$ cat src/rtl/apix_pkg.sv
// Shared APIX link definitions: frame geometry, sync word, CRC-8 and receiver state encoding.
// Used by both the transmitter and the receiver.
package apix_pkg;

    localparam int PIXEL_W    = 24;
    localparam int CRC_W      = 8;
    localparam int SYNC_W     = 8;
    localparam int FRAME_BITS = SYNC_W + PIXEL_W + CRC_W;

    localparam logic [SYNC_W-1:0] SYNC_WORD = 8'hA5;
    localparam logic [CRC_W-1:0]  CRC_POLY  = 8'h07;

    localparam int LOCK_GOOD = 2;
    localparam int ERR_LIMIT = 3;
    localparam int CNT_W     = 16;
    localparam int BITCNT_W  = 5;
    localparam int RUN_W     = 2;

    typedef enum logic [1:0] {
        HUNT    = 2'd0,
        PAYLOAD = 2'd1,
        RXCRC   = 2'd2,
        SYNC    = 2'd3
    } apix_state_e;

    // One MSB-first step of CRC-8, init 0, no reflection, no final XOR.
    function automatic logic [CRC_W-1:0] crc8_step(input logic [CRC_W-1:0] crc,
                                                   input logic             bit_in);
        logic fb;
        fb = crc[CRC_W-1] ^ bit_in;
        return {crc[CRC_W-2:0], 1'b0} ^ (fb ? CRC_POLY : {CRC_W{1'b0}});
    endfunction

endpackage

$ cat src/rtl/apix_receiver_if.sv
// Pixel-side bundle of the APIX receiver: serial line in, pixel/status out.
// pixel_valid, crc_error and sync_error are single-cycle strobes with no backpressure.
interface apix_receiver_if;
    import apix_pkg::*;

    logic               apix_data;
    logic [PIXEL_W-1:0] pixel_data;
    logic               pixel_valid;
    logic               crc_error;
    logic               sync_error;
    logic               link_locked;
    logic [CNT_W-1:0]   good_count;
    logic [CNT_W-1:0]   err_count;
    apix_state_e        dbg_state;

    modport master (
        output apix_data,
        input  pixel_data, pixel_valid, crc_error, sync_error,
        input  link_locked, good_count, err_count, dbg_state
    );

    modport slave (
        input  apix_data,
        output pixel_data, pixel_valid, crc_error, sync_error,
        output link_locked, good_count, err_count, dbg_state
    );

endinterface

$ cat src/rtl/apix_crc8_serial.sv
// Bit-serial CRC-8 accumulator; clr wins over en.
module apix_crc8_serial
    import apix_pkg::*;
(
    input  logic             clk,
    input  logic             rst_n,
    input  logic             clr,
    input  logic             en,
    input  logic             bit_in,
    output logic [CRC_W-1:0] crc
);

    logic [CRC_W-1:0] crc_q;

    always_ff @(posedge clk or negedge rst_n) begin
        if (!rst_n) begin
            crc_q <= '0;
        end else if (clr) begin
            crc_q <= '0;
        end else if (en) begin
            crc_q <= crc8_step(crc_q, bit_in);
        end
    end

    assign crc = crc_q;

endmodule

$ cat src/rtl/apix_receiver.sv
// APIX link receiver: sync hunt, 24-bit pixel deserialisation, CRC-8 check,
// lock qualification and saturating frame statistics.
module apix_receiver
    import apix_pkg::*;
(
    input  logic            clk,
    input  logic            rst_n,
    apix_receiver_if.slave  bus
);

    apix_state_e         state_q, state_d;
    logic [BITCNT_W-1:0] bitcnt_q, bitcnt_d;
    logic [SYNC_W-1:0]   sh_q, sh_d, sh_next;
    logic [PIXEL_W-1:0]  pix_sh_q, pix_sh_d;
    logic [PIXEL_W-1:0]  pixel_q, pixel_d;
    logic                valid_q, valid_d;
    logic                crc_err_q, crc_err_d;
    logic                sync_err_q, sync_err_d;
    logic                lock_q, lock_d;
    logic [RUN_W-1:0]    good_run_q, good_run_d;
    logic [RUN_W-1:0]    bad_run_q, bad_run_d;
    logic [CNT_W-1:0]    good_cnt_q, good_cnt_d;
    logic [CNT_W-1:0]    err_cnt_q, err_cnt_d;
    logic                crc_clr, crc_en;
    logic [CRC_W-1:0]    crc_val;

    apix_crc8_serial u_crc (
        .clk    (clk),
        .rst_n  (rst_n),
        .clr    (crc_clr),
        .en     (crc_en),
        .bit_in (bus.apix_data),
        .crc    (crc_val)
    );

    // The window always includes the bit sampled on this edge.
    assign sh_next = {sh_q[SYNC_W-2:0], bus.apix_data};

    always_comb begin
        state_d    = state_q;
        bitcnt_d   = bitcnt_q;
        sh_d       = sh_q;
        pix_sh_d   = pix_sh_q;
        pixel_d    = pixel_q;
        valid_d    = 1'b0;
        crc_err_d  = 1'b0;
        sync_err_d = 1'b0;
        lock_d     = lock_q;
        good_run_d = good_run_q;
        bad_run_d  = bad_run_q;
        good_cnt_d = good_cnt_q;
        err_cnt_d  = err_cnt_q;
        crc_clr    = 1'b0;
        crc_en     = 1'b0;

        case (state_q)
            HUNT: begin
                sh_d = sh_next;
                if (sh_next == SYNC_WORD) begin
                    state_d  = PAYLOAD;
                    bitcnt_d = '0;
                    sh_d     = '0;
                    crc_clr  = 1'b1;
                end
            end
            PAYLOAD: begin
                pix_sh_d = {pix_sh_q[PIXEL_W-2:0], bus.apix_data};
                crc_en   = 1'b1;
                sh_d     = '0;
                bitcnt_d = bitcnt_q + 1'b1;
                if (bitcnt_q == BITCNT_W'(PIXEL_W - 1)) begin
                    state_d  = RXCRC;
                    bitcnt_d = '0;
                end
            end
            RXCRC: begin
                sh_d     = sh_next;
                bitcnt_d = bitcnt_q + 1'b1;
                if (bitcnt_q == BITCNT_W'(CRC_W - 1)) begin
                    bitcnt_d = '0;
                    sh_d     = '0;
                    if (sh_next == crc_val) begin
                        pixel_d   = pix_sh_q;
                        valid_d   = 1'b1;
                        bad_run_d = '0;
                        if (good_run_q != RUN_W'(LOCK_GOOD)) good_run_d = good_run_q + 1'b1;
                        if (good_run_d == RUN_W'(LOCK_GOOD)) lock_d = 1'b1;
                    end else begin
                        crc_err_d  = 1'b1;
                        good_run_d = '0;
                        if (bad_run_q != RUN_W'(ERR_LIMIT)) bad_run_d = bad_run_q + 1'b1;
                        if (bad_run_d == RUN_W'(ERR_LIMIT)) lock_d = 1'b0;
                    end
                    state_d = lock_d ? SYNC : HUNT;
                end
            end
            SYNC: begin
                // Locked: the sync word must sit exactly where the previous frame ended.
                sh_d     = sh_next;
                bitcnt_d = bitcnt_q + 1'b1;
                if (bitcnt_q == BITCNT_W'(SYNC_W - 1)) begin
                    bitcnt_d = '0;
                    sh_d     = '0;
                    if (sh_next == SYNC_WORD) begin
                        state_d = PAYLOAD;
                        crc_clr = 1'b1;
                    end else begin
                        sync_err_d = 1'b1;
                        lock_d     = 1'b0;
                        good_run_d = '0;
                        bad_run_d  = '0;
                        state_d    = HUNT;
                    end
                end
            end
            default: state_d = HUNT;
        endcase

        if (valid_d && (good_cnt_q != '1)) good_cnt_d = good_cnt_q + 1'b1;
        if ((crc_err_d || sync_err_d) && (err_cnt_q != '1)) err_cnt_d = err_cnt_q + 1'b1;
    end

    always_ff @(posedge clk or negedge rst_n) begin
        if (!rst_n) begin
            state_q    <= HUNT;
            bitcnt_q   <= '0;
            sh_q       <= '0;
            pix_sh_q   <= '0;
            pixel_q    <= '0;
            valid_q    <= 1'b0;
            crc_err_q  <= 1'b0;
            sync_err_q <= 1'b0;
            lock_q     <= 1'b0;
            good_run_q <= '0;
            bad_run_q  <= '0;
            good_cnt_q <= '0;
            err_cnt_q  <= '0;
        end else begin
            state_q    <= state_d;
            bitcnt_q   <= bitcnt_d;
            sh_q       <= sh_d;
            pix_sh_q   <= pix_sh_d;
            pixel_q    <= pixel_d;
            valid_q    <= valid_d;
            crc_err_q  <= crc_err_d;
            sync_err_q <= sync_err_d;
            lock_q     <= lock_d;
            good_run_q <= good_run_d;
            bad_run_q  <= bad_run_d;
            good_cnt_q <= good_cnt_d;
            err_cnt_q  <= err_cnt_d;
        end
    end

    assign bus.pixel_data  = pixel_q;
    assign bus.pixel_valid = valid_q;
    assign bus.crc_error   = crc_err_q;
    assign bus.sync_error  = sync_err_q;
    assign bus.link_locked = lock_q;
    assign bus.good_count  = good_cnt_q;
    assign bus.err_count   = err_cnt_q;
    assign bus.dbg_state   = state_q;

endmodule

$ cat src/flat_wrapper.sv
// flat-port wrapper written by rule: the top's interface ports become plain ports
module apix_receiver_flat import apix_pkg::*;
  (clk, rst_n, bus_apix_data, bus_pixel_data, bus_pixel_valid, bus_crc_error, bus_sync_error, bus_link_locked, bus_good_count, bus_err_count, bus_dbg_state);
  apix_receiver_if bus_i ();
  input  logic clk;
  input  logic rst_n;
  input wire logic [$bits(bus_i.apix_data)-1:0] bus_apix_data;
  output wire logic [$bits(bus_i.pixel_data)-1:0] bus_pixel_data;
  output wire logic [$bits(bus_i.pixel_valid)-1:0] bus_pixel_valid;
  output wire logic [$bits(bus_i.crc_error)-1:0] bus_crc_error;
  output wire logic [$bits(bus_i.sync_error)-1:0] bus_sync_error;
  output wire logic [$bits(bus_i.link_locked)-1:0] bus_link_locked;
  output wire logic [$bits(bus_i.good_count)-1:0] bus_good_count;
  output wire logic [$bits(bus_i.err_count)-1:0] bus_err_count;
  output wire logic [$bits(bus_i.dbg_state)-1:0] bus_dbg_state;
  assign bus_i.apix_data = bus_apix_data;
  assign bus_pixel_data = bus_i.pixel_data;
  assign bus_pixel_valid = bus_i.pixel_valid;
  assign bus_crc_error = bus_i.crc_error;
  assign bus_sync_error = bus_i.sync_error;
  assign bus_link_locked = bus_i.link_locked;
  assign bus_good_count = bus_i.good_count;
  assign bus_err_count = bus_i.err_count;
  assign bus_dbg_state = bus_i.dbg_state;
  apix_receiver u_core (.clk(clk), .rst_n(rst_n), .bus(bus_i));
endmodule
$ cat config.mk
export PLATFORM = sky130hd
export DESIGN_NAME = apix_receiver_flat
export DESIGN_NICKNAME = d
export VERILOG_FILES = /design/src/rtl/apix_pkg.sv /design/src/rtl/apix_receiver_if.sv /design/src/rtl/apix_crc8_serial.sv /design/src/rtl/apix_receiver.sv /design/src/flat_wrapper.sv
export SDC_FILE = /design/constraint.sdc
export NUM_CORES = 1
export LEC_CHECK = 0
export CAP_MARGIN = 30
export CORE_MARGIN = 2
export CORE_UTILIZATION = 50
export CTS_CLUSTER_DIAMETER = 200
export DETAILED_ROUTE_END_ITERATION = 8
export PLACE_DENSITY_LB_ADDON = 0.1
export SYNTH_ARGS = -nofsm -noshare
export SYNTH_HDL_FRONTEND = slang
export SYNTH_SLANG_ARGS = --single-unit
$ cat constraint.sdc
create_clock -name clk -period 5.9 [get_ports clk]
set_input_delay 1.18 -clock clk [delete_from_list [all_inputs] [get_ports clk]]
set_output_delay 1.18 -clock clk [all_outputs]
set_load 0.01 [all_outputs]
==> results of run 1 <==
state kept, by name, indices dropped and copies added (netlist names):
| register | cells |
|---|---|
| u_core.pix_sh_q | 24 |
| u_core.bus.dbg_state | 2 |
| u_core.good_run_q | 2 |
| u_core.bus.crc_error | 1 |
| u_core.bus.pixel_data | 24 |
| u_core.bitcnt_q | 5 |
| u_core.bad_run_q | 2 |
| u_core.bus.good_count | 16 |
| u_core.sh_q | 7 |
| u_core.u_crc.crc | 8 |
| u_core.bus.sync_error | 1 |
| u_core.bus.err_count | 16 |
| u_core.bus.link_locked | 1 |
| u_core.bus.pixel_valid | 1 |
power groups by stage:
stage / clock (W) / sequential (W) / combinational (W)
after floorplan: 0 / 0.000962 / 0.000388
after global placement: 0 / 0.000983 / 0.000481
after detailed placement: 0 / 0.000986 / 0.000496
after CTS: 0.000483 / 0.000970 / 0.000498
after global routing: 0.000512 / 0.000989 / 0.000557
final: 0.000463 / 0.000969 / 0.000490
cell families (layout without fill, tap and decap cells):
family,Yosys count,after routing,synth area share (%)
flops,110,110,57.5
mux,58,58,13.5
xor+xnor,39,39,7.29
simple gates,116,116,13.6
compound gates,29,29,4.00
buf+inv,19,92,1.80
fa+ha+maj,9,9,2.35
Yosys cell counts (6+ instances only):
library cell / instances / share of area (%)
nor2b_1: 8 / 1.0
nor2_1: 22 / 1.7
and2_1: 9 / 1.2
inv_1: 9 / 0.71
nand2_1: 24 / 1.9
nand3_1: 11 / 1.2
and3_1: 6 / 0.78
ha_1: 9 / 2.4
mux2_2: 51 / 12
o21ai_0: 8 / 0.84
a21oi_1: 8 / 0.84
mux2i_1: 7 / 1.5
nand4_1: 15 / 2.0
xnor2_1: 35 / 6.4
dfrtp_1: 110 / 58
path summary, 6_finish.rpt:
path / endpoint / slack, ps / cells past startpoint
max: u_core.bus.pixel_data[10] / 2710 / 6
min: u_core.bus.good_count[4] / 490 / 1
max reg2reg: u_core.bitcnt_q[0] / 3360 / 6
min reg2reg: u_core.bus.good_count[4] / 490 / 1
max in group asynchronous: u_core.u_crc.crc[6] / 3900 / 2
min in group asynchronous: u_core.bitcnt_q[2] / 910 / 1
critical path, delay by kind of cell:
family                 cells  cell delay [ps]
buffers and inverters      2              940
AND/OR/NAND/NOR            2              800
multiplexers               1              370
XOR/XNOR                   1              140
stage by stage:
step	hold slack, ps	worst slack, ps	cells	util (%)
floorplan	450	3260	380	-
global placement	469	2340	566	59.9
detailed placement	480	2270	566	59.9
CTS	499	2680	582	62.0
global route	522	2530	582	62.0
finish	493	2710	582	62.0
final cells by class:
type	instances	area, µm²
Fill cell	773	3520
Sequential cell	110	2750
Multi-Input combinational cell	251	1950
Timing Repair Buffer	67	661
Tap cell	129	161
Clock buffer	10	128
Clock inverter	6	75.1
Inverter	9	33.8
routing by layer:
| metal | GRT usage (%) | vias up |
|---|---|---|
| met1 | 25.0 | 1485 |
| met4 | 5.33 | 0 |
| met3 | 4.45 | 9 |
| met5 | 0 | - |
| li1 | - | 1466 |
| met2 | 27.2 | 60 |
==> results.cfg, run 1 <==
[sta]
slew_headroom_pct = 39.8
setup_viol = 0
period_needed_ps = 3190
fmax_mhz = 314
fin_crit_sh_pct = 54.1
rsz0062_at_grt = no
finalHoldViolations = 0
slew_viol_final = 0
fin_worst_skew_ps = 12.6
worst-slew-pin-transition_ps = 903
fin_tns_setup_ps = 0

[final_layout]
final_area_um2 = 5760
final_cell_mix = dfrtp_1 (110), clkdlybuf4s50_1 (63), mux2_2 (51), xnor2_1 (35), nand2_1 (24)
mostFrequentLayoutCell = dfrtp_1
diodes = 0
area_growth_pct = 20.4
drive_above_1_share_pct = 17.9
nNetsFinal = 460

[yosys]
yosysSeqAreaShare_pct = 57.5
synth-edff-count = 0
synth_nets = 392
synth-seq-cells = 110
ys.flop_type = dfrtp_1
async_flop_share_pct = 100
synth_area_per_cell_um2 = 12.6
syn_inst = 380
synth_area_um2 = 4790
ys_types = 45
yosysWarnings = 0

[power_and_ir_drop]
total_power_w = 0.00192
pwr_density_cell_nw_per_um2 = 334
leakagePower_nw = 2.56
combPwrFrac_pct = 25.5
power_frac_seq_pct = 50.4
p_int_w = 0.00132
power_switching_w = 0.000602
clockPowerShare_pct = 24.1
vdd_drop_max_v = 0.000202
switching_share_pct = 31.3

[worst_setup_path]
critical_path_class = primary input to register
cp_cell_sequence = clkdlybuf4s50_1 -> xnor2_1 -> nand4_1 -> nor3_4 -> buf_4 -> mux2_2
cp-end-kind = register
r2r_start = u_core.bus.dbg_state[1]
critPathLaunchType = primary input
startpoint = bus_apix_data
worst_ep_arrival_time_ps = 3450
path_max_fanout = 17
max_stage_delay_ps = 570
required_ps = 6160
slowest_stage = clkdlybuf4s50_1

[clocking]
clockBufferDepth = 2
clkLatencyLatePin_ps = 370
cts_buffers = 9
cts_hold_buf = 0
cts-resized-gates = 0
cts_tree = yes
clkTransAtPathRegs_ps = 110
htreeDepth = 3
cts_sinks = 110
post-cts-setup-buffer-count = 0
cts_root_buf = clkbuf_8

[place]
dpl_cell_area_um2 = 5560
hpwl_um = 5660
io_buffers = 64
routabilityCongestion = 0.785

[global_route]
grt_overflow = 0
grt_pass1_vias = 3026
grt_max_degree = 67
track_usage_pct = 17.6
grt_pass1_wl_um = 14500
antenna_found_initial = 0

[drt]
first_iter_violations = 129
routed.top_layer = met4
drc = 0
met2WireLength_um = 3850
wl_um = 8330
wl_met3_um = 323
post_drt_wl_per_cell_um = 14.3
vias = 3020
firstDrtPassIters = 4
antenna_left = 0
drt-met1-wl_um = 4070
viasPerCell = 5.19

[floorplanning]
die_height_um = 102
ioPinCount = 65
start_util_pct = 51.5
coreArea_um2 = 9280
dieArea_um2 = 10400
fp.dieW_um = 102
rows = 35

[min_path]
hold_path_class = register to register
hp-start = u_core.bus.good_count[4]

[status]
status = finished, final reports clean

[run]
max-cap-violations = 0
Power figures use the tool's default switching activity.
==> inputs of run 2 (changes only) <==
--- a/config.mk
+++ b/config.mk
@@ -7,7 +7,7 @@
 export LEC_CHECK = 0
 export CAP_MARGIN = 30
 export CORE_MARGIN = 2
-export CORE_UTILIZATION = 50
+export CORE_UTILIZATION = 49
 export CTS_CLUSTER_DIAMETER = 200
 export DETAILED_ROUTE_END_ITERATION = 8
 export PLACE_DENSITY_LB_ADDON = 0.1
==> constraint.sdc (replaced) <==
create_clock -name clk -period 2.9 [get_ports clk]
set_input_delay 0.58 -clock clk [delete_from_list [all_inputs] [get_ports clk]]
set_output_delay 0.58 -clock clk [all_outputs]
set_load 0.01 [all_outputs]
==> run 2 against run 1 <==
  * Wire length up 5.5%
  * Die area up 2.0%
  * Register-to-register slack worse by 2700 ps
  * First-iteration DRC count down 44%
  * Total power increased by 100%
  * Sequential power up 100%
  * Flip-flop and latch count unchanged
  * Via count increased by 2.3%
  * Combinational power increased by 110%
  * Setup slack worse by 2100 ps
  * Clock-buffer cell count stayed put
  * Critical endpoint is now u_core.bus.err_count[9]
==> results.cfg, run 2 (synthesis results as in run 1) <==
[power_and_ir_drop]
power_switching_w = 0.00126
vdd_drop_max_v = 0.000295
total_power_w = 0.00389
clockPowerShare_pct = 23.0
switching_share_pct = 32.5
pwr_density_cell_nw_per_um2 = 669
combPwrFrac_pct = 26.0
p_int_w = 0.00262
power_frac_seq_pct = 51.1
leakagePower_nw = 2.59

[final_layout]
diodes = 0
drive_above_1_share_pct = 18.6
nNetsFinal = 464
mostFrequentLayoutCell = dfrtp_1
stdcell_count = 590
area_growth_pct = 21.4
final_area_um2 = 5810
nFillCells = 820
final_cell_mix = dfrtp_1 (110), clkdlybuf4s50_1 (63), mux2_2 (51), xnor2_1 (35), nand2_1 (24)

[sta]
fin_tns_setup_ps = 0
worst-slew-pin-transition_ps = 757
fin_crit_sh_pct = 77.6
hold_slack_ps = 274
setup_viol = 0
slew_headroom_pct = 49.5
finalHoldViolations = 0
slew_viol_final = 0
fin_worst_skew_ps = 14.9
period_needed_ps = 2250
rsz0062_at_grt = no
fmax_mhz = 444

[clocking]
clkTransAtPathRegs_ps = 100
clockBufferDepth = 2
cts-resized-gates = 0
htreeDepth = 3
cts_sinks = 110
cts_root_buf = clkbuf_8
post-cts-setup-buffer-count = 0
clkLatencyLatePin_ps = 370
cts_buffers = 9
cts_hold_buf = 0
cts_tree = yes

[floorplanning]
dieArea_um2 = 10600
ioPinCount = 65
die_height_um = 103
fp.dieW_um = 103
start_util_pct = 49.6
coreArea_um2 = 9640
rows = 36

[global_route]
grt_max_degree = 59
grt_overflow = 0
grt_pass1_wl_um = 14800
grt_pass1_vias = 3015
antenna_found_initial = 0
track_usage_pct = 18.2

[worst_setup_path]
slowest_stage = or4_4
cp_cell_sequence = ha_1 -> and4bb_4 -> nand2_2 -> o21bai_1 -> and2_4 -> or4_4 -> xnor2_2
crit_buf_inv = 0
cp_top_family = simple AND/OR/NAND/NOR gates
timing.reg2reg.setup_slack_ps = 650
cp-end-kind = register
max_stage_delay_ps = 540
r2r_start = u_core.bitcnt_q[0]
critical_path_class = register to register
required_ps = 3160
r2r-end = u_core.bus.err_count[9]
worst_ep_arrival_time_ps = 2510
path_max_fanout = 6
ff2ff_path_depth = 7
critPathLaunchType = register

[drt]
drc = 0
post_drt_wl_per_cell_um = 14.9
first_iter_violations = 72
viasPerCell = 5.24
antenna_left = 0
wl_um = 8780
firstDrtPassIters = 4
vias = 3089

[status]
status = finished, final reports clean

[run]
max-cap-violations = 0

[place]
dpl_cell_area_um2 = 5620
io_buffers = 64
hpwl_um = 6020
place_inst = 574
routabilityCongestion = 0.780

[min_path]
hold_path_class = primary input to asynchronous set/reset pin
-- run 2: layer usage --
metal	GRT usage (%)	up-vias	wire length (µm)
li1	-	1464	-
met1	25.9	1531	4240
met2	27.2	78	3950
met3	4.47	16	415
met4	6.78	0	170
met5	0	-	0
-- run 2: metrics by stage --
stage	worst slack [ps]	utilization (%)
floorplan	823	-
global placement	316	58.3
detailed placement	272	58.3
CTS	634	60.3
global route	507	60.3
finish	648	60.3
-- run 2: layout make-up --
class / count / area, µm² / share of cell area [%]
tap: 133 / 166 / 2.86
sequential: 110 / 2750 / 47.4
timing repair buffer: 71 / 716 / 12.3
clock buffer: 10 / 138 / 2.37
clock inverter: 6 / 56.3 / 0.969
inverter: 9 / 33.8 / 0.582
multi-input combinational: 251 / 1950 / 33.5
-- run 2: how the worst max path moves through the flow --
stage / start / depth (start not counted) / slack, ps / endpoint
floorplan: u_core.bitcnt_q[0] / 7 / 820 / u_core.bus.err_count[9]
global placement: bus_apix_data / 7 / 320 / u_core.bus.err_count[15]
detailed placement: bus_apix_data / 7 / 270 / u_core.bus.err_count[9]
CTS: u_core.bitcnt_q[0] / 7 / 630 / u_core.bus.err_count[15]
global route: u_core.bitcnt_q[0] / 7 / 510 / u_core.bus.err_count[15]
finish: u_core.bitcnt_q[0] / 7 / 650 / u_core.bus.err_count[9]
-- run 2: power groups by stage --
stage	sequential [W]	clock [W]	combinational (W)
2_1_floorplan	0.00196	0	0.000790
3_3_place_gp	0.00201	0	0.000990
3_5_place_dp	0.00202	0	0.00102
4_1_cts	0.00199	0.000925	0.00102
5_1_grt	0.00202	0.000989	0.00115
6_report	0.00198	0.000892	0.00101
